==> src/rtl/seq_det_pkg.sv <==
// ============================================================================
// Module : seq_det_pkg
// Brief  : Shared types, mode constants and compare-mask helper for seq_detector_param.
// Rev    : 1.0  initial release
// ============================================================================
`default_nettype none

package seq_det_pkg;

  typedef enum logic [0:0] {
    ST_FILL = 1'b0,
    ST_HUNT = 1'b1
  } state_e;

  localparam logic MODE_OVERLAP    = 1'b0;
  localparam logic MODE_NONOVERLAP = 1'b1;

  // Ones in the low len bits; callers truncate to their own pattern width.
  function automatic logic [31:0] len_mask(input int len);
    logic [31:0] m;
    m = '0;
    for (int i = 0; i < 32; i++) begin
      if (i < len) m[i] = 1'b1;
    end
    return m;
  endfunction

endpackage

`default_nettype wire

==> src/rtl/sat_counter.sv <==
// ============================================================================
// Module : sat_counter
// Brief  : Saturating up-counter with synchronous clear; clear-plus-inc yields 1.
// Rev    : 1.0  initial release
// ============================================================================
`default_nettype none

module sat_counter #(
  parameter int WIDTH = 8
) (
  input  logic             clk,
  input  logic             rst,
  input  logic             inc_i,
  input  logic             clr_i,
  output logic [WIDTH-1:0] cnt_o
);

  logic [WIDTH-1:0] count_q;
  logic [WIDTH-1:0] count_d;

  always_comb begin
    count_d = count_q;
    if (clr_i) begin
      count_d = inc_i ? WIDTH'(1) : '0;
    end else if (inc_i && (count_q != '1)) begin
      count_d = count_q + 1'b1;
    end
  end

  always_ff @(posedge clk) begin
    if (rst) count_q <= '0;
    else     count_q <= count_d;
  end

  assign cnt_o = count_q;

endmodule

`default_nettype wire

==> src/rtl/seq_detector_param.sv <==
// ============================================================================
// Module : seq_detector_param
// Brief  : Runtime-programmable serial pattern detector with overlap/non-overlap
//          modes and a saturating match counter. SEQDET_MASK_EN adds cfg_mask.
// Rev    : 1.0  initial release
// ============================================================================
`default_nettype none

module seq_detector_param
  import seq_det_pkg::*;
#(
  parameter int                 MAX_LEN     = 8,
  parameter logic [MAX_LEN-1:0] DEF_PATTERN = 'h7,
  parameter int                 DEF_LEN     = 3,
  parameter int                 CNT_W       = 8,
  localparam int                LW          = $clog2(MAX_LEN + 1)
) (
  input  logic               clk,
  input  logic               rst,
  input  logic               din,
  input  logic               din_valid,
  input  logic               cfg_load,
  input  logic [MAX_LEN-1:0] cfg_pattern,
  input  logic [LW-1:0]      cfg_len,
  input  logic               cfg_mode,
  input  logic               cnt_clr,
`ifdef SEQDET_MASK_EN
  input  logic [MAX_LEN-1:0] cfg_mask,
`endif
  output logic               dout,
  output logic [CNT_W-1:0]   match_cnt,
  output logic               busy_fill
);

  state_e             state_q, state_d;
  logic [MAX_LEN-1:0] hist_q, hist_d;
  logic [LW-1:0]      fill_q, fill_d;
  logic [MAX_LEN-1:0] pat_q, pat_d;
  logic [LW-1:0]      len_q, len_d;
  logic               mode_q, mode_d;
  logic               dout_q, dout_d;

  logic [MAX_LEN-1:0] w_hist_next;
  logic [MAX_LEN-1:0] w_cmp_mask;
  logic [MAX_LEN-1:0] w_dc_mask;
  logic [LW-1:0]      w_len_clamped;
  logic [LW-1:0]      w_fill_inc;
  logic               w_full;
  logic               w_hit;
  logic               w_match;

`ifdef SEQDET_MASK_EN
  logic [MAX_LEN-1:0] mask_q, mask_d;
  assign w_dc_mask = mask_q;
`else
  assign w_dc_mask = '0;
`endif

  assign w_hist_next   = {hist_q[MAX_LEN-2:0], din};
  assign w_len_clamped = (cfg_len > LW'(MAX_LEN)) ? LW'(MAX_LEN) : cfg_len;
  assign w_cmp_mask    = MAX_LEN'(len_mask(int'(len_q)));
  assign w_fill_inc    = fill_q + 1'b1;

  // The bit that completes the fill window is already eligible to match.
  assign w_full  = (state_q == ST_HUNT) || (w_fill_inc == len_q);
  assign w_hit   = (((w_hist_next ^ pat_q) & w_cmp_mask & ~w_dc_mask) == '0);
  assign w_match = din_valid && !cfg_load && (len_q != '0) && w_full && w_hit;

  always_comb begin
    state_d = state_q;
    hist_d  = hist_q;
    fill_d  = fill_q;
    pat_d   = pat_q;
    len_d   = len_q;
    mode_d  = mode_q;
    dout_d  = w_match;
`ifdef SEQDET_MASK_EN
    mask_d  = mask_q;
`endif
    if (cfg_load) begin
      pat_d   = cfg_pattern;
      len_d   = w_len_clamped;
      mode_d  = cfg_mode;
      hist_d  = '0;
      fill_d  = '0;
      state_d = ST_FILL;
`ifdef SEQDET_MASK_EN
      mask_d  = cfg_mask;
`endif
    end else if (din_valid) begin
      hist_d = w_hist_next;
      if (w_match && (mode_q == MODE_NONOVERLAP)) begin
        state_d = ST_FILL;
        fill_d  = '0;
      end else if ((state_q == ST_FILL) && (len_q != '0)) begin
        fill_d = w_fill_inc;
        if (w_full) state_d = ST_HUNT;
      end
    end
  end

  always_ff @(posedge clk) begin
    if (rst) begin
      state_q <= ST_FILL;
      hist_q  <= '0;
      fill_q  <= '0;
      pat_q   <= DEF_PATTERN;
      len_q   <= LW'(DEF_LEN);
      mode_q  <= MODE_OVERLAP;
      dout_q  <= 1'b0;
`ifdef SEQDET_MASK_EN
      mask_q  <= '0;
`endif
    end else begin
      state_q <= state_d;
      hist_q  <= hist_d;
      fill_q  <= fill_d;
      pat_q   <= pat_d;
      len_q   <= len_d;
      mode_q  <= mode_d;
      dout_q  <= dout_d;
`ifdef SEQDET_MASK_EN
      mask_q  <= mask_d;
`endif
    end
  end

  sat_counter #(
    .WIDTH (CNT_W)
  ) u_match_cnt (
    .clk   (clk),
    .rst   (rst),
    .inc_i (w_match),
    .clr_i (cnt_clr),
    .cnt_o (match_cnt)
  );

  assign dout      = dout_q;
  assign busy_fill = (state_q == ST_FILL);

endmodule

`default_nettype wire

==> config.mk <==
export PLATFORM = sky130hd
export DESIGN_NAME = seq_detector_param
export DESIGN_NICKNAME = d
export VERILOG_FILES = /design/src/rtl/seq_det_pkg.sv /design/src/rtl/sat_counter.sv /design/src/rtl/seq_detector_param.sv
export SDC_FILE = /design/constraint.sdc
export NUM_CORES = 1
export LEC_CHECK = 0
export CAP_MARGIN = 20
export CORE_ASPECT_RATIO = 1.75
export CORE_UTILIZATION = 52
export CTS_CLUSTER_DIAMETER = 80
export DETAILED_ROUTE_END_ITERATION = 8
export GPL_TIMING_DRIVEN = 1
export PLACE_DENSITY = 0.86
export SLEW_MARGIN = 40
export SYNTH_ARGS = -nofsm -noshare
export SYNTH_HDL_FRONTEND = slang
export SYNTH_SLANG_ARGS = --single-unit
export TNS_END_PERCENT = 30
==> constraint.sdc <==
create_clock -name clk -period 2.8 [get_ports clk]
set_clock_uncertainty 0.05 [all_clocks]
set_input_delay 0.42 -clock clk [delete_from_list [all_inputs] [get_ports clk]]
set_output_delay 0.42 -clock clk [all_outputs]
set_load 0.01 [all_outputs]
Word level (Yosys, flattened, before mapping)

Index checks and enable logic that the tools add are counted.

Logic and storage cells: 58
Output and inout bits: 10
Register bits after elaboration: 34
Input port bits: 19

Reduce and logical (&&, ||, !) cells: 17
Order comparisons: 9
Multiplexer cells: 17
Add/subtract/negate cells: 2
Equal/unequal tests: 2
Bitwise operators: 3

Operator list:

| cell                | number |
|---|---|
| $lt 3x4->1 const A  | 4 |
| $mux 8              | 2 |
| $mux 1              | 12 |
| $mux 4              | 3 |
| $add 8x1->8 const B | 1 |
| $and 8x8->8         | 1 |
| $logic_not 8->1     | 1 |
| $lt 1x4->1 const A  | 2 |
| $lt 2x4->1 const A  | 2 |
| $ne 8x8->1 const B  | 1 |
| $xor 8x8->8         | 1 |
| $logic_and 1x1->1   | 7 |
| $reduce_bool 2->1   | 3 |
| $add 4x1->4 const B | 1 |
| $eq 4x4->1          | 1 |
| $gt 4x4->1 const B  | 1 |
| $reduce_bool 4->1   | 1 |
| $reduce_and 3->1    | 1 |
| $reduce_and 2->1    | 1 |
| $reduce_or 2->1     | 1 |
| $logic_not 1->1     | 1 |
| $logic_or 1x1->1    | 1 |
| $not 1->1           | 1 |

Longest topological paths before layout

Gate-level depths: netlist (run 1).

Word-level depth: 8
Gate-level depth with buffers: 8
Gate-level depth less buffers: 7

By module

A second synthesis (run 1) with hierarchy kept.

Cells, all modules: 175
Area total of the unflattened synthesis: 1,676.6 um2

Modules (own cells, without submodules):

| module             | times used | cells each | sequential area each (um2) | area an instance (um2) |
|---|---|---|---|---|
| seq_detector_param | 1          | 122        | 520.5                      | 1,232.4 |
| sat_counter        | 1          | 53         | 160.2                      | 444.2 |

Worst setup path after synthesis (run 1)

No wires, ideal clock.

Path type: reg-to-reg
From: register fill_q[0]
To: register u_match_cnt.count_q[7], in the netlist u_match_cnt.cnt_o[7]
Buffers on the path: 1
Setup slack: 0.591 ns
Data required time: 2.680 ns
Library setup time: 0.070 ns
Period minus slack after synthesis: 2.209 ns
Arrival time: 2.089 ns
Stages on the path, launching flop included: 9
Path through: dfxtp_1 > ha_1 > xnor2_1 > nand3_1 > o31ai_1 > nand4_2 > buf_6 > or3_1 > a21oi_1

Cells in the longest elaborated chain, start to end: 7

RTL lines:

| item                            | RTL line                  | RTL |
|---|---|---|
| from (decl)                     | seq_detector_param.sv:37  | `logic [LW-1:0] fill_q, fill_d;` |
| from (signal assigned)          | seq_detector_param.sv:117 | `fill_q <= fill_d;` |
| $add 4x1->4                     | seq_detector_param.sv:62  | `assign w_fill_inc = fill_q + 1'b1;` |
| $eq 4x4->1                      | seq_detector_param.sv:65  | `assign w_full = (state_q == ST_HUNT) \|\| (w_fill_inc == len_q);` |
| $logic_or 1x1->1                | seq_detector_param.sv:65  |  |
| $logic_and 1x1->1 (2 in series) | seq_detector_param.sv:67  | `assign w_match = din_valid && !cfg_load && (len_q != '0) && w_full && w_hit;` |
| $logic_and 1x1->1               | sat_counter.sv:25         | `end else if (inc_i && (count_q != '1)) begin` |
| $reduce_bool 2->1 (no line)     | n/a                       |  |
| to (signal assigned)            | sat_counter.sv:32         | `else count_q <= count_d;` |
| to (decl)                       | sat_counter.sv:18         | `logic [WIDTH-1:0] count_q;` |

Every way passes these cells.
A chain may end at the register's enable or synchronous reset.

Worst setup path in the final report (run 1)

From: register len_q[2]
To: register u_match_cnt.count_q[7], in the netlist u_match_cnt.cnt_o[7]

Cells in the longest elaborated chain, start to end: 7
Elaborated cells between the ends (all ways): 26
Those cells by class: 8 x order compare; 1 x eq/ne; 8 x mux; 1 x bitwise; 8 x reduce/logical

RTL lines:

| item                                     | RTL line                  | RTL |
|---|---|---|
| from (decl)                              | seq_detector_param.sv:39  | `logic [LW-1:0] len_q, len_d;` |
| from (signal assigned)                   | seq_detector_param.sv:108 | `len_q <= LW'(DEF_LEN);` |
| from (signal assigned)                   | seq_detector_param.sv:119 | `len_q <= len_d;` |
| $lt 1x4->1, or another cell as far along | seq_det_pkg.sv:23         | `if (i < len) m[i] = 1'b1;` |
| $mux 1                                   | seq_det_pkg.sv:23         |  |
| $and 8x8->8                              | seq_detector_param.sv:66  | `assign w_hit = (((w_hist_next ^ pat_q) & w_cmp_mask & ~w_dc_mask) == '0);` |
| $logic_not 8->1                          | seq_detector_param.sv:66  |  |
| $logic_and 1x1->1 (*)                    | seq_detector_param.sv:67  |  |
| $logic_and 1x1->1 (*)                    | sat_counter.sv:25         |  |
| $reduce_bool 2->1 (no line) (*)          | n/a                       |  |

Mark *: on every way between the ends. The rest lies on a longest branch, timed or not.

==> results of run 1 <==
[stage by stage]
stage               setup WS (ns)  instances  power (mW)    util
global placement           0.1901        252      0.6379  0.6373
finish                     0.2917        260       1.007  0.6683
detailed placement         0.1287        252      0.6409  0.6373
floorplan                  0.5912        188      0.5993       -
CTS                        0.1692        260       1.015  0.6667
global route               0.1205        260       1.047  0.6683
[layout by cell type (no fill, tap or decap), types with 2 or more instances in the layout]
cell type	count
clkbuf_8	6
inv_1	7
nor2b_1	5
a21oi_1	14
xor2_1	5
nand3_1	7
nor2_1	26
buf_4	4
nand2_1	8
a22o_1	2
xnor2_1	7
ha_1	2
a211o_1	4
or2_2	3
or3_1	5
o21ai_0	9
clkdlybuf4s50_1	28
dfxtp_1	34
mux2i_1	15
nand4_1	4
nand3b_1	3
[state kept, by name, indices dropped and copies added (netlist names)]
signal	flops
fill_q	4
pat_q	8
state_q	1
len_q	4
mode_q	1
dout	1
hist_q	7
u_match_cnt.cnt_o	8
[cells in the mapped netlist (3+ instances only)]
master,n
mux2i_1,15
a211o_1,4
nor2_1,26
clkbuf_1,5
or3_1,5
buf_6,3
o21ai_0,9
nand4_1,4
nand3_1,7
xor2_1,5
nand3b_1,3
a21oi_1,14
or2_2,3
nand2_1,8
dfxtp_1,34
nor2b_1,5
inv_1,7
xnor2_1,7
[worst min path at each step]
stage                         start        end  slack [ns]  cells past startpoint
after floorplan           fill_q[1]  fill_q[1]        0.41                      2
after global placement    fill_q[1]  fill_q[1]        0.43                      2
after detailed placement    state_q    state_q        0.43                      1
after CTS                   state_q    state_q        0.44                      1
after global routing        state_q    state_q        0.47                      1
final                       state_q    state_q        0.44                      1
[report_power, final]
part           switching, mW  internal [mW]  total [mW]  leakage (nW)
combinational         0.0539         0.0626       0.117         0.447
sequential            0.0182          0.498       0.516         0.277
clock                  0.176          0.198       0.374        0.0482
total                  0.248          0.759        1.01         0.772
[layout make-up]
class	instances	area, um2
Clock inverter	1	5.005
Timing Repair Buffer	32	310.3
Sequential cell	34	680.7
Clock buffer	7	86.33
Tap cell	43	53.80
Inverter	7	26.28
Multi-Input combinational cell	136	914.6
Fill cell	289	1031
[metal layers]
layer  share of wire  global-route usage
met5               0                   0
met4           0.030              0.1273
met3           0.039             0.06353
met2            0.52              0.3884
met1            0.41              0.2614
[timing repair]
action / in CTS / in global routing
hold buffers: 0 / 0
hold endpoints to repair: 0 / 0
setup endpoints to repair: 0 / 3
gates resized for setup: 0 / 1
[logic make-up after synthesis]
family	count (synthesis)
buffers and inverters	18
adders and majority gates	2
AOI/OAI and AO/OA	39
xor gates and xnor gates	13
DFF	34
and+or+nand+nor	67
muxes	15
[worst max-delay path, cell delays in order, from the launching register on]
cell,delay (ns)
dfxtp_1,0.48
nor4b_2,0.26
o22ai_1,0.12
o32ai_1,0.50
nand4_2,0.31
buf_4,0.25
or3_1,0.34
a21oi_1,0.14
==> flow_metrics.env, run 1 <==
export IMPL_status="finished, final reports clean"
export IMPL_clk_latency_ns=0.29
export IMPL_ant_nets=0
export IMPL_synth_top_family_by_area="simple AND/OR/NAND/NOR gates"
export IMPL_startpoint="len_q[2]"
export IMPL_die_w_um=44.99
export IMPL_grt_usage=0.2361
export IMPL_grt_ovfl_total=0
export IMPL_synth_xor_area_share=0.07589
export IMPL_clockBufferDepth=2
export IMPL_ys_flop_type="dfxtp_1"
export IMPL_p_leak_nw=0.7725
export IMPL_r2r_start="len_q[2]"
export IMPL_ctsHtreeMaxLevel=2
export IMPL_r2r_slack_ns=0.29
export IMPL_core_mm2=0.003108
export IMPL_top_level_ports=29
export IMPL_clkSlewWorstSetupHoldPaths_ns=0.07
export IMPL_cts_tree="done"
export IMPL_grt_max_degree=19
export IMPL_grt_pass1_wl_um=6016
export IMPL_via_per_inst=5.519
export IMPL_synthMuxAreaShare=0.08929
export IMPL_finalCritPeriodShare=0.8958
export IMPL_endpoint="u_match_cnt.cnt_o[7]"
export IMPL_netlist_area_mm2=0.001682
export IMPL_final_area_mm2=0.002077
export IMPL_rr_worst_depth=7
export IMPL_post_synth_main_area_contributors="dfxtp_1 40%, mux2i_1 8.9%, nor2_1 5.8%"
export IMPL_drt_pass1_iter_count=4
export IMPL_grt_pass1_vias=1363
export IMPL_arrival_ns=2.68
export IMPL_diodes=0
export IMPL_setup_tns_ns=0
export IMPL_wl_per_cell_um=13.78
export IMPL_holdWs_ns=0.4422
export IMPL_path_max_fanout=9
export IMPL_remaining_drc_errors=0
export IMPL_gp_congestion=0.8483
export IMPL_synthCells=188
export IMPL_wirelength_um=3582
export IMPL_vias=1435
export IMPL_start_util=0.5411
export IMPL_portBuffers=28
export IMPL_worstPathRequired_ns=2.97
export IMPL_max_freq_mhz=398.7
export IMPL_tightestPinTransition_ns=0.5548
export IMPL_layout_drive_gt1_share=0.08756
export IMPL_synthDistinctLibCells=38
export IMPL_area_delta_synth_final_pct=23.51
export IMPL_avgSynthCellArea_um2=8.945
export IMPL_async_reset_ff_frac=0
export IMPL_yosysSeqAreaShare=0.4048
export IMPL_ys_seq_elements=34
export IMPL_antenna_found_initial=0
export IMPL_fin_crit_ns=2.508
export IMPL_setup_viol=0
export IMPL_regToRegEndpoint="u_match_cnt.cnt_o[7]"
export IMPL_synth_top_area_cell="dfxtp_1"
export IMPL_yosysTopAreaCellShare=0.4048
export IMPL_dp_hpwl_um=2476
export IMPL_post_cts_setup_buffers=0
export IMPL_place_area_mm2=0.001981
export IMPL_die_h_um=77.23
export IMPL_powerDensity_mw_per_mm2=484.7
export IMPL_rsz0062_at_grt="no"
export IMPL_synth_edff_count=0
export IMPL_synth_compound_gate_area_share=0.1533
export IMPL_finalNetCount=237
export IMPL_cts_sinks=34
export IMPL_num_rows=27
export IMPL_synth_fa_ha_area_frac=0.01488
export IMPL_final_hold_violation_count=0
export IMPL_vdd_drop_max_uv=508.0
export IMPL_synthesis_nets=209
export IMPL_cts_root_buffer="clkbuf_8"
export IMPL_min_path_type="register to register"
export IMPL_critPathLaunchType="register"
export IMPL_dieArea_mm2=0.003474
export IMPL_synth_simple_gate_area_frac=0.2076
export IMPL_cts_buffers=5
export IMPL_slew_headroom=0.6253
export IMPL_drv_cap=0
export IMPL_yosysWarnings=0
export IMPL_report_final_slew_viol_count=0
export IMPL_worst_setup_path_type="register to register"
export IMPL_end_kind="register"
export IMPL_drt_iter0_drc=36
No activity file was read; power rests on OpenSTA's default activity.
==> run 2: changes to the inputs <==
- PLACE_DENSITY: 0.86 -> 0.79
==> flow_metrics.env, run 2 (synthesized netlist as in run 1, its figures left out) <==
export IMPL_crit_slowest_cell="dfxtp_1"
export IMPL_p_leak_nw=0.7818
export IMPL_ctsHtreeMaxLevel=2
export IMPL_wl_per_cell_um=14.32
export IMPL_core_mm2=0.003108
export IMPL_wirelength_um=3722
export IMPL_cts_root_buffer="clkbuf_8"
export IMPL_fin_crit_ns=2.513
export IMPL_worstPathRequired_ns=2.98
export IMPL_clkSlewWorstSetupHoldPaths_ns=0.07
export IMPL_tightestPinTransition_ns=0.5817
export IMPL_grt_pass1_wl_um=6258
export IMPL_layout_drive_gt1_share=0.09217
export IMPL_min_path_type="register to register"
export IMPL_final_hold_violation_count=0
export IMPL_report_final_slew_viol_count=0
export IMPL_clockBufferDepth=2
export IMPL_arrival_ns=2.69
export IMPL_grt_ovfl_total=0
export IMPL_multi_input_area_um2=914.6
export IMPL_portBuffers=28
export IMPL_drt_iter0_drc=53
export IMPL_diodes=0
export IMPL_powerDensity_mw_per_mm2=505.8
export IMPL_status="finished, final reports clean"
export IMPL_post_cts_setup_buffers=0
export IMPL_cts_tree="done"
export IMPL_top_level_ports=29
export IMPL_finalNonFillerCells=260
export IMPL_drv_cap=0
export IMPL_path_cells="nor4b_2 > o22ai_1 > o32ai_1 > nand4_2 > buf_4 > or3_1 > a21oi_1"
export IMPL_mostFrequentLayoutCells="34 x dfxtp_1, 28 x clkdlybuf4s50_1, 26 x nor2_1"
export IMPL_cp_top_family="simple AND/OR/NAND/NOR gates"
export IMPL_regArea_um2=680.7
export IMPL_remaining_drc_errors=0
export IMPL_max_freq_mhz=397.9
export IMPL_setup_tns_ns=0
export IMPL_gp_congestion=0.8493
export IMPL_dp_cells=252
export IMPL_cts_buffers=5
export IMPL_vias=1438
export IMPL_ant_nets=0
export IMPL_grt_usage=0.2445
export IMPL_die_w_um=44.99
export IMPL_critPathLaunchType="register"
export IMPL_num_rows=27
export IMPL_setup_viol=0
export IMPL_mostFrequentLayoutCell="dfxtp_1"
export IMPL_end_kind="register"
export IMPL_clk_latency_ns=0.30
export IMPL_area_delta_synth_final_pct=24.63
export IMPL_die_h_um=77.23
export IMPL_finalNetCount=237
export IMPL_grt_pass1_vias=1447
export IMPL_grt_max_degree=19
export IMPL_rsz0062_at_grt="no"
export IMPL_drt_pass1_iter_count=4
export IMPL_dp_hpwl_um=2734
export IMPL_cts_sinks=34
export IMPL_path_max_fanout=9
export IMPL_worst_setup_path_type="register to register"
export IMPL_start_util=0.5411
export IMPL_via_per_inst=5.531
export IMPL_holdWs_ns=0.4574
export IMPL_crit_buf_inv=1
export IMPL_antenna_found_initial=0
export IMPL_finalCritPeriodShare=0.8976
export IMPL_slew_headroom=0.6071
export IMPL_fillers=288
export IMPL_vdd_drop_max_uv=439.8
export IMPL_critPathMaxStageDelay_ns=0.51
export IMPL_dieArea_mm2=0.003474
run 2: layout make-up:
type,count,share of cell area
clock buffer,8,0.05254
tap,43,0.02567
inverter,7,0.01254
timing repair buffer,32,0.1481
sequential,34,0.3248
multi-input combinational,136,0.4364
run 2: path summary, 6_finish.rpt:
path	from	to	slack, ns	depth (start not counted)
worst max-delay path	len_q[2]	u_match_cnt.cnt_o[6]	0.29	7
worst min-delay path	state_q	state_q	0.46	1
worst max register to register	len_q[2]	u_match_cnt.cnt_o[6]	0.29	7
worst min register to register	state_q	state_q	0.46	1
run 2: metal layers:
layer / vias to the layer above / track usage / share of wire
met1: 685 / 0.2396 / 0.37
met2: 29 / 0.4406 / 0.57
met3: 9 / 0.06588 / 0.032
met5: - / 0 / 0
met4: 0 / 0.1152 / 0.030
li1: 715 / - / -
run 2: power by group:
group / internal (mW) / leakage, nW / switching [mW]
Clock: 0.248 / 0.0575 / 0.180
Combinational: 0.0626 / 0.447 / 0.0525
Sequential: 0.498 / 0.277 / 0.0190
run 2: metrics by stage:
step,cell area (um2),total power [mW],worst slack [ns],utilization
2_1_floorplan,1682,0.5993,0.5912,-
3_3_place_gp,1981,0.6376,0.2287,0.6373
3_5_place_dp,1981,0.6415,0.1528,0.6373
4_1_cts,2091,1.061,0.2005,0.6727
5_1_grt,2096,1.099,0.09803,0.6743
6_report,2096,1.060,0.2868,0.6743
run 2: timing repair:
| action | in CTS | in global routing |
|---|---|---|
| resized for setup | 0 | 1 |
| hold buffers | 0 | 0 |
| endpoints found under the setup margin | 0 | 1 |
